<file path="config.mk">
export PLATFORM = sky130hd
export DESIGN_NAME = uart_hex_parser
export DESIGN_NICKNAME = d
export VERILOG_FILES = /design/src/rtl/uart_hex_parser.sv
export SDC_FILE = /design/constraint.sdc
export NUM_CORES = 1
export LEC_CHECK = 0
export ABC_AREA = 0
export CORE_ASPECT_RATIO = 1.75
export CORE_MARGIN = 2
export CORE_UTILIZATION = 61
export DETAILED_ROUTE_END_ITERATION = 10
export PLACE_DENSITY = 0.85
export SETUP_SLACK_MARGIN = 0.3
export SYNTH_ARGS = -nofsm -noshare
export SYNTH_HDL_FRONTEND = slang
export SYNTH_SLANG_ARGS = --single-unit
export TNS_END_PERCENT = 20
</file>
<file path="constraint.sdc">
create_clock -name CLK -period 3.1 [get_ports CLK]
set_input_delay 0.31 -clock CLK [delete_from_list [all_inputs] [get_ports CLK]]
set_output_delay 0.31 -clock CLK [all_outputs]
set_load 0.05 [all_outputs]
</file>
<file path="src/rtl/uart_hex_parser.sv">
// Parses pairs of ASCII hex characters from the UART receiver into bytes.
// A lone digit followed by a terminator is zero-extended; bad input and stale half-entries raise errors.
module uart_hex_parser #(
  parameter int unsigned TIMEOUT_CLKS = 25000000
) (
  input  logic       CLK,
  input  logic       RST,
  input  logic       i_RX_DV,
  input  logic [7:0] i_RX_Byte,
  output logic [7:0] o_Byte,
  output logic       o_Byte_DV,
  output logic       o_Busy,
  output logic       o_Err,
  output logic       o_Err_Sticky
);

  localparam int unsigned CNT_W   = (TIMEOUT_CLKS > 0) ? $clog2(TIMEOUT_CLKS + 1) : 1;
  localparam int unsigned EXP_INT = (TIMEOUT_CLKS > 0) ? TIMEOUT_CLKS - 1 : 0;
  localparam logic [CNT_W-1:0] EXP_CNT = CNT_W'(EXP_INT);
  localparam bit TIMEOUT_EN = (TIMEOUT_CLKS != 0);

  typedef enum logic {IDLE, HAVE_HI} state_t;

  function automatic logic is_dec(input logic [7:0] b);
    return (b >= 8'h30) && (b <= 8'h39);
  endfunction

  function automatic logic is_alpha(input logic [7:0] b);
    return ((b >= 8'h41) && (b <= 8'h46)) || ((b >= 8'h61) && (b <= 8'h66));
  endfunction

  function automatic logic is_term(input logic [7:0] b);
    return (b == 8'h0D) || (b == 8'h0A) || (b == 8'h20);
  endfunction

  // Letters: low nibble of 'A'/'a' is 1, so adding 9 maps A..F to 10..15.
  function automatic logic [3:0] hex_val(input logic [7:0] b);
    return is_dec(b) ? b[3:0] : (b[3:0] + 4'd9);
  endfunction

  state_t           r_state;
  logic [3:0]       r_hi;
  logic [CNT_W-1:0] r_cnt;
  logic [7:0]       r_byte;
  logic             r_byte_dv;
  logic             r_err;
  logic             r_err_sticky;

  logic       w_is_hex;
  logic       w_is_term;
  logic [3:0] w_digit;
  logic       w_expire;

  always_comb begin
    w_is_hex  = is_dec(i_RX_Byte) || is_alpha(i_RX_Byte);
    w_is_term = is_term(i_RX_Byte);
    w_digit   = hex_val(i_RX_Byte);
    w_expire  = TIMEOUT_EN && (r_state == HAVE_HI) && !i_RX_DV && (r_cnt == EXP_CNT);
  end

  always_ff @(posedge CLK) begin
    if (RST) begin
      r_state      <= IDLE;
      r_hi         <= 4'h0;
      r_cnt        <= '0;
      r_byte       <= 8'h00;
      r_byte_dv    <= 1'b0;
      r_err        <= 1'b0;
      r_err_sticky <= 1'b0;
    end else begin
      r_byte_dv <= 1'b0;
      r_err     <= 1'b0;
      case (r_state)
        IDLE: begin
          if (i_RX_DV) begin
            if (w_is_hex) begin
              r_hi    <= w_digit;
              r_cnt   <= '0;
              r_state <= HAVE_HI;
            end else if (!w_is_term) begin
              r_err        <= 1'b1;
              r_err_sticky <= 1'b1;
            end
          end
        end
        HAVE_HI: begin
          // A strobe in the expiry cycle wins over the timeout.
          if (i_RX_DV) begin
            if (w_is_hex) begin
              r_byte    <= {r_hi, w_digit};
              r_byte_dv <= 1'b1;
            end else if (w_is_term) begin
              r_byte    <= {4'h0, r_hi};
              r_byte_dv <= 1'b1;
            end else begin
              r_err        <= 1'b1;
              r_err_sticky <= 1'b1;
            end
            r_hi    <= 4'h0;
            r_state <= IDLE;
          end else if (w_expire) begin
            r_err        <= 1'b1;
            r_err_sticky <= 1'b1;
            r_hi         <= 4'h0;
            r_state      <= IDLE;
          end else begin
            r_cnt <= r_cnt + 1'b1;
          end
        end
        default: r_state <= IDLE;
      endcase
    end
  end

  assign o_Byte       = r_byte;
  assign o_Byte_DV    = r_byte_dv;
  assign o_Busy       = (r_state == HAVE_HI);
  assign o_Err        = r_err;
  assign o_Err_Sticky = r_err_sticky;

endmodule

</file>
=== Word-level counts from Yosys, hierarchy flattened ===
Cells that the tools add are included.
W data, S select, Z words.

* Add/sub/neg operators: 2
* Magnitude comparators: 6
* Bitwise logic cells: 2
* Mux-type cells: 32
* Eq/ne operators: 9
* Reductions and logical operators: 16

{| class="wikitable"
|+ Operators by type and width
! kind !! number
|-
| $mux W25 || 4
|-
| $pmux W25 S2 || 1
|-
| $add A25 B1 Y25 const B || 1
|-
| $eq A25 B25 Y1 const B || 1
|-
| $mux W4 || 5
|-
| $eq A8 B4 Y1 const B || 2
|-
| $ge A8 B7 Y1 const B || 2
|-
| $le A8 B7 Y1 const B || 2
|-
| $mux W1 || 16
|-
| $mux W8 || 2
|-
| $eq A8 B6 Y1 const B || 1
|-
| $ge A8 B6 Y1 const B || 1
|-
| $le A8 B6 Y1 const B || 1
|-
| $ne A2 B2 Y1 const B || 4
|-
| $pmux W4 S2 || 1
|-
| $pmux W1 S2 || 3
|-
| $reduce_and A3 Y1 || 2
|-
| $logic_and A1 B1 Y1 || 5
|-
| $add A4 B4 Y4 const B || 1
|-
| $logic_or A1 B1 Y1 || 4
|-
| $reduce_and A4 Y1 || 1
|-
| $ne A3 B2 Y1 const B || 1
|-
| $reduce_or A3 Y1 || 1
|-
| $not A1 Y1 || 2
|-
| other kinds (3) || 3
|}

* Output and inout port bits: 12
* Register bits: 41
* Word-level logic and storage cells: 74
* Bits of input ports: 11

=== Logic depth before layout (Yosys ltp) ===
Gate-level depths: netlist of the first run.

* Depth in word-level cells: 7
* Depth in mapped cells: 9
* Mapped depth without buffers: 7

=== Worst setup path after synthesis of the first run ===
OpenSTA, ideal clock, no wires.

* Path kind: input -> register
* From: input i_RX_Byte[0]
* To: register r_byte[0] (netlist: o_Byte[0])
* Arrival: 1.968 ns
* Required time: 2.969 ns
* Library setup time: 0.131 ns
* Stages: 9
* Path slack: 1.001 ns
* Cell sequence: inv_1 ha_1 or3b_1 o311a_1 buf_2 or2_0 clkbuf_1 a2111oi_0 nor3_1

* Cells in the longest elaborated chain, start to end: 6
* Elaborated cells on any way between the ends: 21
* Classes of those cells: add/sub: 1; order compare: 6; eq/ne: 3; mux: 2; reduce/logical: 9

{| class="wikitable"
|+ RTL lines
! item !! line !! RTL
|-
| start, declared || 9 || <nowiki>input logic [7:0] i_RX_Byte,</nowiki>
|-
| $ge A8 B7 Y1 / $le A8 B7 Y1 (equally long branches) || 29 || <nowiki>return ((b >= 8'h41) && (b <= 8'h46)) || ((b >= 8'h61) && (b <= 8'h66));</nowiki>
|-
| $logic_and A1 B1 Y1 || 29 ||
|-
| $logic_or A1 B1 Y1 || 29 ||
|-
| $logic_or A1 B1 Y1 || 55 || <nowiki>w_is_hex = is_dec(i_RX_Byte) || is_alpha(i_RX_Byte);</nowiki>
|-
| $reduce_bool A2 Y1 (no line) || -- ||
|-
| $reduce_and A3 Y1 (no line) || -- ||
|-
| end signal, assigned || 90 || <nowiki>r_byte <= {r_hi, w_digit};</nowiki>
|-
| end signal, assigned || 93 || <nowiki>r_byte <= {4'h0, r_hi};</nowiki>
|-
| end, declared || 44 || <nowiki>logic [7:0] r_byte;</nowiki>
|}

Parallel ways exist; a longest one is shown, timed or not.
A chain may end at the register's enable or synchronous reset.

=== Worst setup path after layout of the first run ===
* From: input i_RX_Byte[1]
* To: register r_byte[0] (netlist: o_Byte[0])

Same word-level chain as after synthesis.

==> results of run 1 <==
[area by class of cell]
class | count | area (sq um)
flip-flops and latches | 41 | 820.8
clock buffers | 7 | 96.34
well taps | 46 | 57.56
multi-input cells | 207 | 1388
clock inverters | 1 | 8.758
fillers | 302 | 958.4
inverters | 11 | 41.29
repair buffers | 27 | 257.7
[per-stage QoR]
stage / instances / instance area (sq um) / hold WS, ps / util / worst slack [ps]
CTS: 340 / 2670 / 460.0 / 0.7359 / 572.5
global placement: 332 / 2565 / 436.0 / 0.7069 / 326.0
global route: 340 / 2670 / 479.9 / 0.7359 / 371.5
floorplan: 275 / 2323 / 447.9 / - / 1001
finish: 340 / 2670 / 457.6 / 0.7359 / 563.5
detailed placement: 332 / 2565 / 448.1 / 0.7069 / 258.7
[registers in the layout (all words and copies together), names as in the netlist]
register and flops:
o_Err_Sticky 1, o_Byte 8, o_Busy 1, r_cnt 25
r_hi 4, o_Byte_DV 1, o_Err 1
[per-layer routing]
metal / track usage / vias up / routed length [um]
met1: 0.2715 / 1002 / 2162
met4: 0.1081 / 0 / 104
met3: 0.03136 / 10 / 165
li1: - / 1078 / -
met5: 0 / - / 0
met2: 0.4904 / 55 / 2896
[power by group through the flow]
stage               clock network (mW)  logic [mW]  registers, mW
finish                           0.397      0.0946          0.532
global route                     0.424       0.103          0.532
CTS                              0.399      0.0941          0.532
detailed placement                   0      0.0938          0.544
global placement                     0      0.0923          0.544
floorplan                            0      0.0535          0.552
[cells in the mapped netlist, types with 2 or more instances]
cell | number | area share
dfxtp_1 | 41 | 0.35
a21oi_1 | 27 | 0.058
nand3_1 | 23 | 0.050
nand2_1 | 18 | 0.029
inv_1 | 11 | 0.018
mux2i_1 | 11 | 0.047
clkbuf_1 | 10 | 0.016
nand3b_1 | 9 | 0.029
nand4_1 | 9 | 0.024
nor2_1 | 8 | 0.013
nor3_1 | 6 | 0.013
o21ai_0 | 6 | 0.013
o31ai_1 | 6 | 0.019
ha_1 | 5 | 0.027
nor2b_1 | 5 | 0.013
o21ai_1 | 5 | 0.011
or3_1 | 5 | 0.013
or4_1 | 5 | 0.016
o32ai_1 | 4 | 0.015
nand2b_1 | 3 | 0.0081
o2111ai_1 | 3 | 0.011
a211oi_1 | 2 | 0.0065
a21boi_1 | 2 | 0.0065
and2_1 | 2 | 0.0054
and3_1 | 2 | 0.0054
buf_1 | 2 | 0.0032
buf_2 | 2 | 0.0043
nand4bb_1 | 2 | 0.0097
o211ai_1 | 2 | 0.0065
o2bb2ai_1 | 2 | 0.0075
or4b_1 | 2 | 0.0086
xor2_1 | 2 | 0.0075
[cells in the final DEF (no fill, tap or decap), drive strengths merged, types with 3 or more instances in the layout]
| cell | netlist | final |
|---|---|---|
| o2111ai | 3 | 3 |
| a211oi | 3 | 3 |
| a21oi | 27 | 27 |
| o31ai | 6 | 6 |
| o21ai | 13 | 13 |
| o32ai | 4 | 4 |
| ha | 5 | 5 |
| nor3 | 6 | 6 |
| clkdlybuf4s50 | 0 | 22 |
| buf | 6 | 5 |
| nand4 | 9 | 9 |
| nand2 | 18 | 18 |
| nor2 | 8 | 8 |
| nand2b | 3 | 3 |
| nor2b | 5 | 5 |
| clkbuf | 10 | 7 |
| inv | 11 | 12 |
| dfxtp | 41 | 41 |
| mux2i | 11 | 11 |
| or3 | 5 | 5 |
| a21boi | 3 | 3 |
| nand3b | 9 | 9 |
| nand3 | 23 | 23 |
| or4 | 6 | 6 |
[worst reg2reg max path: cells and delay by family (launching register included)]
kind | cells | cell delay, ps
compound gates | 2 | 780
fa+ha+maj | 1 | 220
flops | 1 | 400
mux | 1 | 150
simple gates | 2 | 820
[how the worst min path moves through the flow]
stage	startpoint	end	slack [ps]	cells after the start
2_1_floorplan	r_hi[0]	o_Byte[4]	450	2
3_3_place_gp	o_Err_Sticky	o_Err_Sticky	440	2
3_5_place_dp	o_Err_Sticky	o_Err_Sticky	450	2
4_1_cts	o_Err_Sticky	o_Err_Sticky	460	2
5_1_grt	o_Err_Sticky	o_Err_Sticky	480	2
6_report	o_Err_Sticky	o_Err_Sticky	460	2
[kinds of logic (layout without fill, tap and decap cells)]
group / Yosys count / after routing / synth area share
muxes: 12 / 12 / 0.05224
AOI/OAI and AO/OA: 78 / 78 / 0.2316
xor gates and xnor gates: 3 / 3 / 0.01131
adders and majority gates: 5 / 5 / 0.02693
DFF: 41 / 41 / 0.3533
and+or+nand+nor: 109 / 109 / 0.2752
buffers and inverters: 27 / 46 / 0.04955
==> results.sh, run 1 <==
export IMPL_crit_arrival_ps=2710
export IMPL_io_pins=23
export IMPL_cp_end_kind="register"
export IMPL_dp_hpwl_mm=3.811
export IMPL_cts_buffers=5
export IMPL_routed_wl_mm=5.329
export IMPL_setup_tns_final_ps=0
export IMPL_fin_nets=309
export IMPL_post_cts_resized=0
export IMPL_drc_errors=0
export IMPL_cts_buffer_depth=2
export IMPL_syn_to_final_growth_pct=14.92
export IMPL_synth_area_per_cell_sq_um=8.449
export IMPL_diodes=0
export IMPL_switching_share=0.2454
export IMPL_start_kind="primary input"
export IMPL_worst_path_buf_inv=2
export IMPL_clock_root_buffer="clkbuf_8"
export IMPL_gr_total_overflow=0
export IMPL_hp_class="reg -> reg"
export IMPL_track_usage=0.2563
export IMPL_grt_max_degree=29
export IMPL_leakage_nw=0.8741
export IMPL_via_per_inst=6.309
export IMPL_firstDrtPassIters=4
export IMPL_rsz0062_at_grt="no"
export IMPL_cts_hold_buf=0
export IMPL_slew_violations=0
export IMPL_rrSetupSlack_ps=620
export IMPL_cp_required_ps=3280
export IMPL_ys_seq_elements=41
export IMPL_start_util=0.6403
export IMPL_pwr_share_seq=0.520
export IMPL_startpoint="i_RX_Byte[1]"
export IMPL_synth_fp_nets=291
export IMPL_grt_pass1_vias=1918
export IMPL_port_buffers=22
export IMPL_clkSlewWorstSetupHoldPaths_ps=80
export IMPL_hold_violations=0
export IMPL_syn_inst=275
export IMPL_fin_skew_ps=5.830
export IMPL_reg2reg_from="r_cnt[0]"
export IMPL_cts_max_level=2
export IMPL_clock_sinks=41
export IMPL_worstMarginPinSlew_ps=671.6
export IMPL_synth_warnings=0
export IMPL_gp_congestion=0.8389
export IMPL_r2r_cells=6
export IMPL_p_int_uw=772.6
export IMPL_coreArea_sq_um=3628
export IMPL_avgRoutedWirePerCell_um=15.67
export IMPL_period_minus_slack_ps=2536
export IMPL_cts_setup_buffers=0
export IMPL_via_count=2145
export IMPL_fmaxAchievable_mhz=394.2
export IMPL_path_class="in -> reg"
export IMPL_synth_flop_cell="dfxtp_1"
export IMPL_fin_crit_sh=0.8182
export IMPL_final_antenna_net_count=0
export IMPL_placementRows=29
export IMPL_power_frac_clock=0.388
export IMPL_slew_headroom=0.5518
export IMPL_async_flop_share=0
export IMPL_p_comb_frac=0.092
export IMPL_status="complete, no violations"
export IMPL_crit_fanout=9
export IMPL_cts_tree="built"
export IMPL_syn_area_sq_um=2323
export IMPL_cpPeakStageDelay_ps=570
export IMPL_power_mw=1.024
export IMPL_grt_pass1_wl_mm=8.659
export IMPL_die_width_um=50.66
export IMPL_path_depth=8
export IMPL_clk_latency_ps=300
export IMPL_endpoint="o_Byte[0]"
export IMPL_worst_path_max_delay_cell="clkdlybuf4s50_1"
export IMPL_setup_violations_final=0
export IMPL_seq_area_frac_synth=0.3533
export IMPL_fp_dieH_um=85.65
export IMPL_dieArea_sq_um=4338
export IMPL_antenna_found_initial=0
export IMPL_timing_rr_end="r_cnt[23]"
export IMPL_p_sw_uw=251.3
export IMPL_drv_cap=0
export IMPL_ir_worst_vdd_mv=0.4381
export IMPL_crit_family="simple AND/OR/NAND/NOR gates"
export IMPL_p_per_area_nw_per_um2=383.5
export IMPL_synth_distinct_cells=65
export IMPL_crit_chain="clkdlybuf4s50_1, inv_1, ha_1, or3b_1, o311a_1, or2_0, a2111oi_0, nor3_1"
export IMPL_drt_initial_drc_count=140
export IMPL_synth_edff_count=0
export IMPL_drive_above_1_share=0.07143
No activity file was read; power rests on OpenSTA's default activity.
==> run 2: changes to the inputs <==
Settings changed: CORE_UTILIZATION 61 to 51, PLACE_DENSITY 0.85 to 0.75.
Clock period 3.1 ns to 2.05 ns, I/O delays scaled along.
==> results.sh, run 2 (same netlist as run 1, synthesis figures left out) <==
export IMPL_drv_cap=0
export IMPL_io_pins=23
export IMPL_cts_tree="built"
export IMPL_crit_chain="or4b_1, or4_4, o21ai_4, buf_12, nor4_1, o21ba_1"
export IMPL_clock_sinks=41
export IMPL_via_per_inst=6.109
export IMPL_start_kind="register"
export IMPL_final_cell_mix="buf_4, dfxtp_1, a21oi_1"
export IMPL_top_register="r_cnt"
export IMPL_cts_buffers=5
export IMPL_multi_input_area_sq_um=1594
export IMPL_p_comb_frac=0.132
export IMPL_port_buffers=22
export IMPL_p_per_area_nw_per_um2=492.3
export IMPL_syn_to_final_growth_pct=43.03
export IMPL_setup_violations_final=0
export IMPL_avgRoutedWirePerCell_um=17.01
export IMPL_drive_above_1_share=0.2924
export IMPL_p_sw_uw=425.1
export IMPL_cp_end_kind="register"
export IMPL_final_common_cell="buf_4"
export IMPL_gp_congestion=0.8660
export IMPL_status="complete, no violations"
export IMPL_grt_pass1_vias=2370
export IMPL_dp_hpwl_mm=4.734
export IMPL_path_class="reg -> reg"
export IMPL_grt_pass1_wl_mm=10.19
export IMPL_grt_max_degree=23
export IMPL_cpPeakStageDelay_ps=510
export IMPL_drt_initial_drc_count=68
export IMPL_cts_buffer_depth=2
export IMPL_hp_class="in -> reg"
export IMPL_period_minus_slack_ps=2002
export IMPL_routed_wl_mm=6.686
export IMPL_fp_dieH_um=93.29
export IMPL_antenna_found_initial=0
export IMPL_clk_latency_ps=300
export IMPL_largest_reg_flops=25
export IMPL_drc_errors=0
export IMPL_diodes=0
export IMPL_p_int_mw=1.211
export IMPL_start_util=0.5276
export IMPL_fmaxAchievable_mhz=499.4
export IMPL_fin_crit_sh=0.9767
export IMPL_worst_path_max_delay_cell="or4b_1"
export IMPL_slew_headroom=0.6680
export IMPL_ir_worst_vdd_mv=0.7051
export IMPL_fin_nets=357
export IMPL_pwr_share_seq=0.492
export IMPL_fin_skew_ps=6.531
export IMPL_fill_cells=325
export IMPL_cts_hold_buf=0
export IMPL_slew_violations=0
export IMPL_leakage_nw=1.257
export IMPL_track_usage=0.2706
export IMPL_power_frac_clock=0.376
export IMPL_rsz0062_at_grt="yes"
export IMPL_hold_violations=0
export IMPL_setup_ws_ps=47.72
export IMPL_dieArea_sq_um=5133
export IMPL_placed_cell_area_sq_um=3024
export IMPL_seqCellArea_sq_um=822.0
export IMPL_crit_fanout=22
export IMPL_die_width_um=55.02
export IMPL_pre_cts_ws_ps=-491.2
export IMPL_switching_share=0.2598
export IMPL_crit_arrival_ps=2200
export IMPL_clock_root_buffer="clkbuf_8"
export IMPL_cts_max_level=2
export IMPL_via_count=2401
export IMPL_clkSlewWorstSetupHoldPaths_ps=80
export IMPL_gr_total_overflow=0
export IMPL_cp_required_ps=2250
export IMPL_final_antenna_net_count=0
export IMPL_firstDrtPassIters=4
export IMPL_final_cell_area_sq_um=3323
export IMPL_placementRows=32
export IMPL_coreArea_sq_um=4404
export IMPL_worstMarginPinSlew_ps=496.5
run 2: cell types whose count changed in the layout (fill, tap and decap cells not counted), moves of 3 or more:
cell and change:
buf_4 +42, clkdlybuf4s50_1 -9, dlymetal6s2s_1 +7, buf_12 +3, buf_6 +3
run 2: per-layer routing:
layer | global-route usage | wire length [um]
met1 | 0.2457 | 2507
met2 | 0.5327 | 3772
met4 | 0.1260 | 226
met3 | 0.03514 | 180
met5 | 0 | 0
run 2: final cells by class:
type,instances,area share
Inverter,11,0.01544
Clock buffer,7,0.02899
Clock inverter,1,0.002636
Tap cell,51,0.01920
Timing Repair Buffer,75,0.2067
Sequential cell,41,0.2474
Multi-Input combinational cell,207,0.4797
run 2: power groups by stage:
stage	clock (mW)	combinational, mW	sequential (mW)
floorplan	0	0.0914	0.834
global placement	0	0.184	0.823
detailed placement	0	0.189	0.823
CTS	0.621	0.202	0.804
global route	0.651	0.229	0.805
finish	0.616	0.216	0.804
run 2: through the flow:
stage | setup TNS (ps) | hold WS (ps) | std cells | utilization | total power [mW]
floorplan | 0 | 371.0 | 275 | - | 0.9256
global placement | -12390 | 434.4 | 382 | 0.6866 | 1.006
detailed placement | -15340 | 442.6 | 382 | 0.6866 | 1.012
CTS | 0 | 455.7 | 393 | 0.7332 | 1.628
global route | -164.5 | 476.6 | 393 | 0.7545 | 1.685
finish | 0 | 454.7 | 393 | 0.7545 | 1.636
run 2: critical path: cells and delay by family, from the launching register on:
family / cells / cell delay [ps]
AO/OA/AOI/OAI: 2 / 340
buffers and inverters: 1 / 170
flip-flops: 1 / 320
AND/OR/NAND/NOR: 3 / 1060
run 2: repair_timing:
item | 4_1_cts | 5_1_grt
endpoints found under the hold margin | 0 | 0
setup buffers | 2 | 0
pin swaps | 1 | 15
cloned | 1 | 0
endpoints found under the setup margin | 42 | 41
gates resized for setup | 21 | 23
run 2: path summary, 6_finish.rpt:
path | to | slack (ps) | cells after the start | from
setup reg to reg | r_cnt[12] | 50 | 6 | r_cnt[8]
setup / recovery | r_cnt[12] | 50 | 6 | r_cnt[8]
hold / removal | r_hi[2] | 450 | 4 | i_RX_Byte[2]
hold reg to reg | o_Err_Sticky | 460 | 2 | o_Err_Sticky
==> run 3: changes to the inputs <==
Settings changed: ABC_AREA 0 to 1, CORE_UTILIZATION 51 to 53, PLACE_DENSITY 0.75 to 0.77, REMOVE_ABC_BUFFERS from default to 1.
==> results.sh, run 3 <==
export IMPL_setup_violations_final=0
export IMPL_cts_buffer_depth=2
export IMPL_setup_tns_final_ps=0
export IMPL_synth_area_top_cells="dfxtp_1, nand2_1, nor2_1, nand3_1, a21oi_1"
export IMPL_start_util=0.5548
export IMPL_synth_top_area_share=0.2947
export IMPL_die_width_um=58.80
export IMPL_cts_max_level=2
export IMPL_via_per_inst=5.740
export IMPL_async_flop_share=0
export IMPL_firstDrtPassIters=7
export IMPL_placementRows=34
export IMPL_clock_sinks=41
export IMPL_startpoint="r_cnt[11]"
export IMPL_hold_violations=0
export IMPL_final_cell_mix="nand2_1, nor2_1, nand3_1"
export IMPL_crit_arrival_ps=1950
export IMPL_grt_pass1_vias=2997
export IMPL_syn_area_sq_um=2785
export IMPL_top_register="r_cnt"
export IMPL_drc_errors=0
export IMPL_ys_seq_elements=41
export IMPL_final_common_cell="nand2_1"
export IMPL_cts_hold_buf=0
export IMPL_coreArea_sq_um=5020
export IMPL_fin_skew_ps=7.846
export IMPL_syn_to_final_growth_pct=27.40
export IMPL_yosys_top_cells_count="nand2_1, nor2_1, nand3_1"
export IMPL_seqCellArea_sq_um=823.3
export IMPL_yosysTopAreaCell="dfxtp_1"
export IMPL_final_antenna_net_count=0
export IMPL_antenna_found_initial=0
export IMPL_gr_total_overflow=0
export IMPL_gp_congestion=0.9719
export IMPL_avgRoutedWirePerCell_um=15.82
export IMPL_yosysMostFrequentCell="nand2_1"
export IMPL_leakage_nw=1.372
export IMPL_start_kind="register"
export IMPL_dp_hpwl_mm=5.940
export IMPL_cp_end_kind="register"
export IMPL_crit_chain="inv_1, nor2_1, nand4_1, nor2_1, nand2_1, nand2_4, buf_12, nand2_8, nand2_1, a21oi_1"
export IMPL_syn_inst=455
export IMPL_fill_cells=409
export IMPL_cp_required_ps=2240
export IMPL_synth_flop_cell="dfxtp_1"
export IMPL_drt_initial_drc_count=305
export IMPL_ir_worst_vdd_mv=0.4482
export IMPL_slew_violations=0
export IMPL_status="complete, no violations"
export IMPL_via_count=3220
export IMPL_multi_input_area_sq_um=1780
export IMPL_cpPeakStageDelay_ps=400
export IMPL_clk_latency_ps=300
export IMPL_clkSlewWorstSetupHoldPaths_ps=90
export IMPL_clock_root_buffer="clkbuf_8"
export IMPL_hold_start="i_RX_Byte[1]"
export IMPL_largest_reg_flops=25
export IMPL_period_minus_slack_ps=1761
export IMPL_synth_edff_count=0
export IMPL_cts_buffers=5
export IMPL_fp_dieH_um=99.90
export IMPL_track_usage=0.2883
export IMPL_fin_crit_sh=0.8593
export IMPL_crit_fanout=12
export IMPL_synth_warnings=0
export IMPL_drv_cap=0
export IMPL_io_pins=23
export IMPL_fin_nets=522
export IMPL_fmaxAchievable_mhz=567.7
export IMPL_cts_tree="built"
export IMPL_grt_pass1_wl_mm=13.03
export IMPL_port_buffers=22
export IMPL_dieArea_sq_um=5874
export IMPL_grt_max_degree=26
export IMPL_reg2reg_from="r_cnt[11]"
export IMPL_path_class="reg -> reg"
export IMPL_hp_class="in -> reg"
export IMPL_slew_headroom=0.6594
export IMPL_synth_area_per_cell_sq_um=6.121
export IMPL_worstMarginPinSlew_ps=509.2
export IMPL_diodes=0
export IMPL_seq_area_frac_synth=0.2947
export IMPL_drive_above_1_share=0.1538
export IMPL_routed_wl_mm=8.873
export IMPL_worst_path_max_delay_cell="dfxtp_1"
export IMPL_rsz0062_at_grt="yes"
export IMPL_p_per_area_nw_per_um2=505.1
export IMPL_synth_distinct_cells=30
export IMPL_power_mw=1.792
==> run 3: changes by cell type in the layout (fill, tap and decap cells not counted), moves of 8 or more <==
cell / before / now
nor2_1: 7 / 74
inv_1: 9 / 34
nand3_1: 23 / 42
nand3b_1: 9 / 1
inv_2: 0 / 8
nand2_1: 18 / 148
a21oi_1: 25 / 33
mux2i_1: 9 / 0
buf_4: 47 / 22
==> run 3: area by class of cell <==
type                    instances  share of cell area
inverters                      44             0.04725
clock buffers                   5             0.01939
clock inverters                 3             0.01834
flip-flops and latches         41              0.2320
repair buffers                 55              0.1622
multi-input cells             359              0.5018
well taps                      54             0.01904
==> run 3: power by group <==
group	total (mW)	switching [mW]	leakage (nW)	internal, mW
registers	0.804	0.00360	0.332	0.801
clock network	0.790	0.306	0.0681	0.484
logic	0.197	0.117	0.972	0.0809
==> run 3: logic make-up after synthesis <==
kind of cell / Yosys count / synth area share
and+or+nand+nor: 297 / 0.4668
buffers and inverters: 57 / 0.09658
AOI/OAI and AO/OA: 41 / 0.07547
DFF: 41 / 0.2947
xor gates and xnor gates: 14 / 0.04403
adders and majority gates: 5 / 0.02246
==> run 3: routing by layer <==
layer	GRT usage	routed length, um	vias up
met2	0.5239	4699	174
met1	0.2829	3063	1457
met5	0	0	-
li1	-	-	1534
met4	0.2133	582	0
met3	0.03608	529	55
==> run 3: metrics by stage <==
step | std cells | hold WS [ps] | cell area, sq um | setup WS, ps | util
finish | 561 | 436.3 | 3548 | 288.5 | 0.7069
global route | 561 | 493.9 | 3548 | 162.1 | 0.7069
CTS | 547 | 470.1 | 3291 | 256.3 | 0.6555
detailed placement | 538 | 458.3 | 3147 | -72.33 | 0.6269
global placement | 538 | 453.1 | 3147 | -45.55 | 0.6269
floorplan | 442 | 274.1 | 2684 | 105.4 | -
==> run 3: what timing repair did <==
action / in CTS / in global routing
resized for setup: 5 / 30
gates cloned: 0 / 4
endpoints found under the setup margin: 36 / 41
buffers inserted: 1 / 10
pin swaps: 0 / 3
==> run 3: worst paths after layout <==
check,to,cells after the start,slack (ps)
hold reg to reg,o_Byte[7],2,470
setup / recovery,r_cnt[2],10,290
setup reg to reg,r_cnt[2],10,290
hold / removal,r_hi[1],5,440
==> run 3: critical path, delay by kind of cell, from the launching register on <==
kind	cells	cell delay, ps
DFF	1	400
AOI/OAI and AO/OA	1	60
and+or+nand+nor	7	970
buffers and inverters	2	210
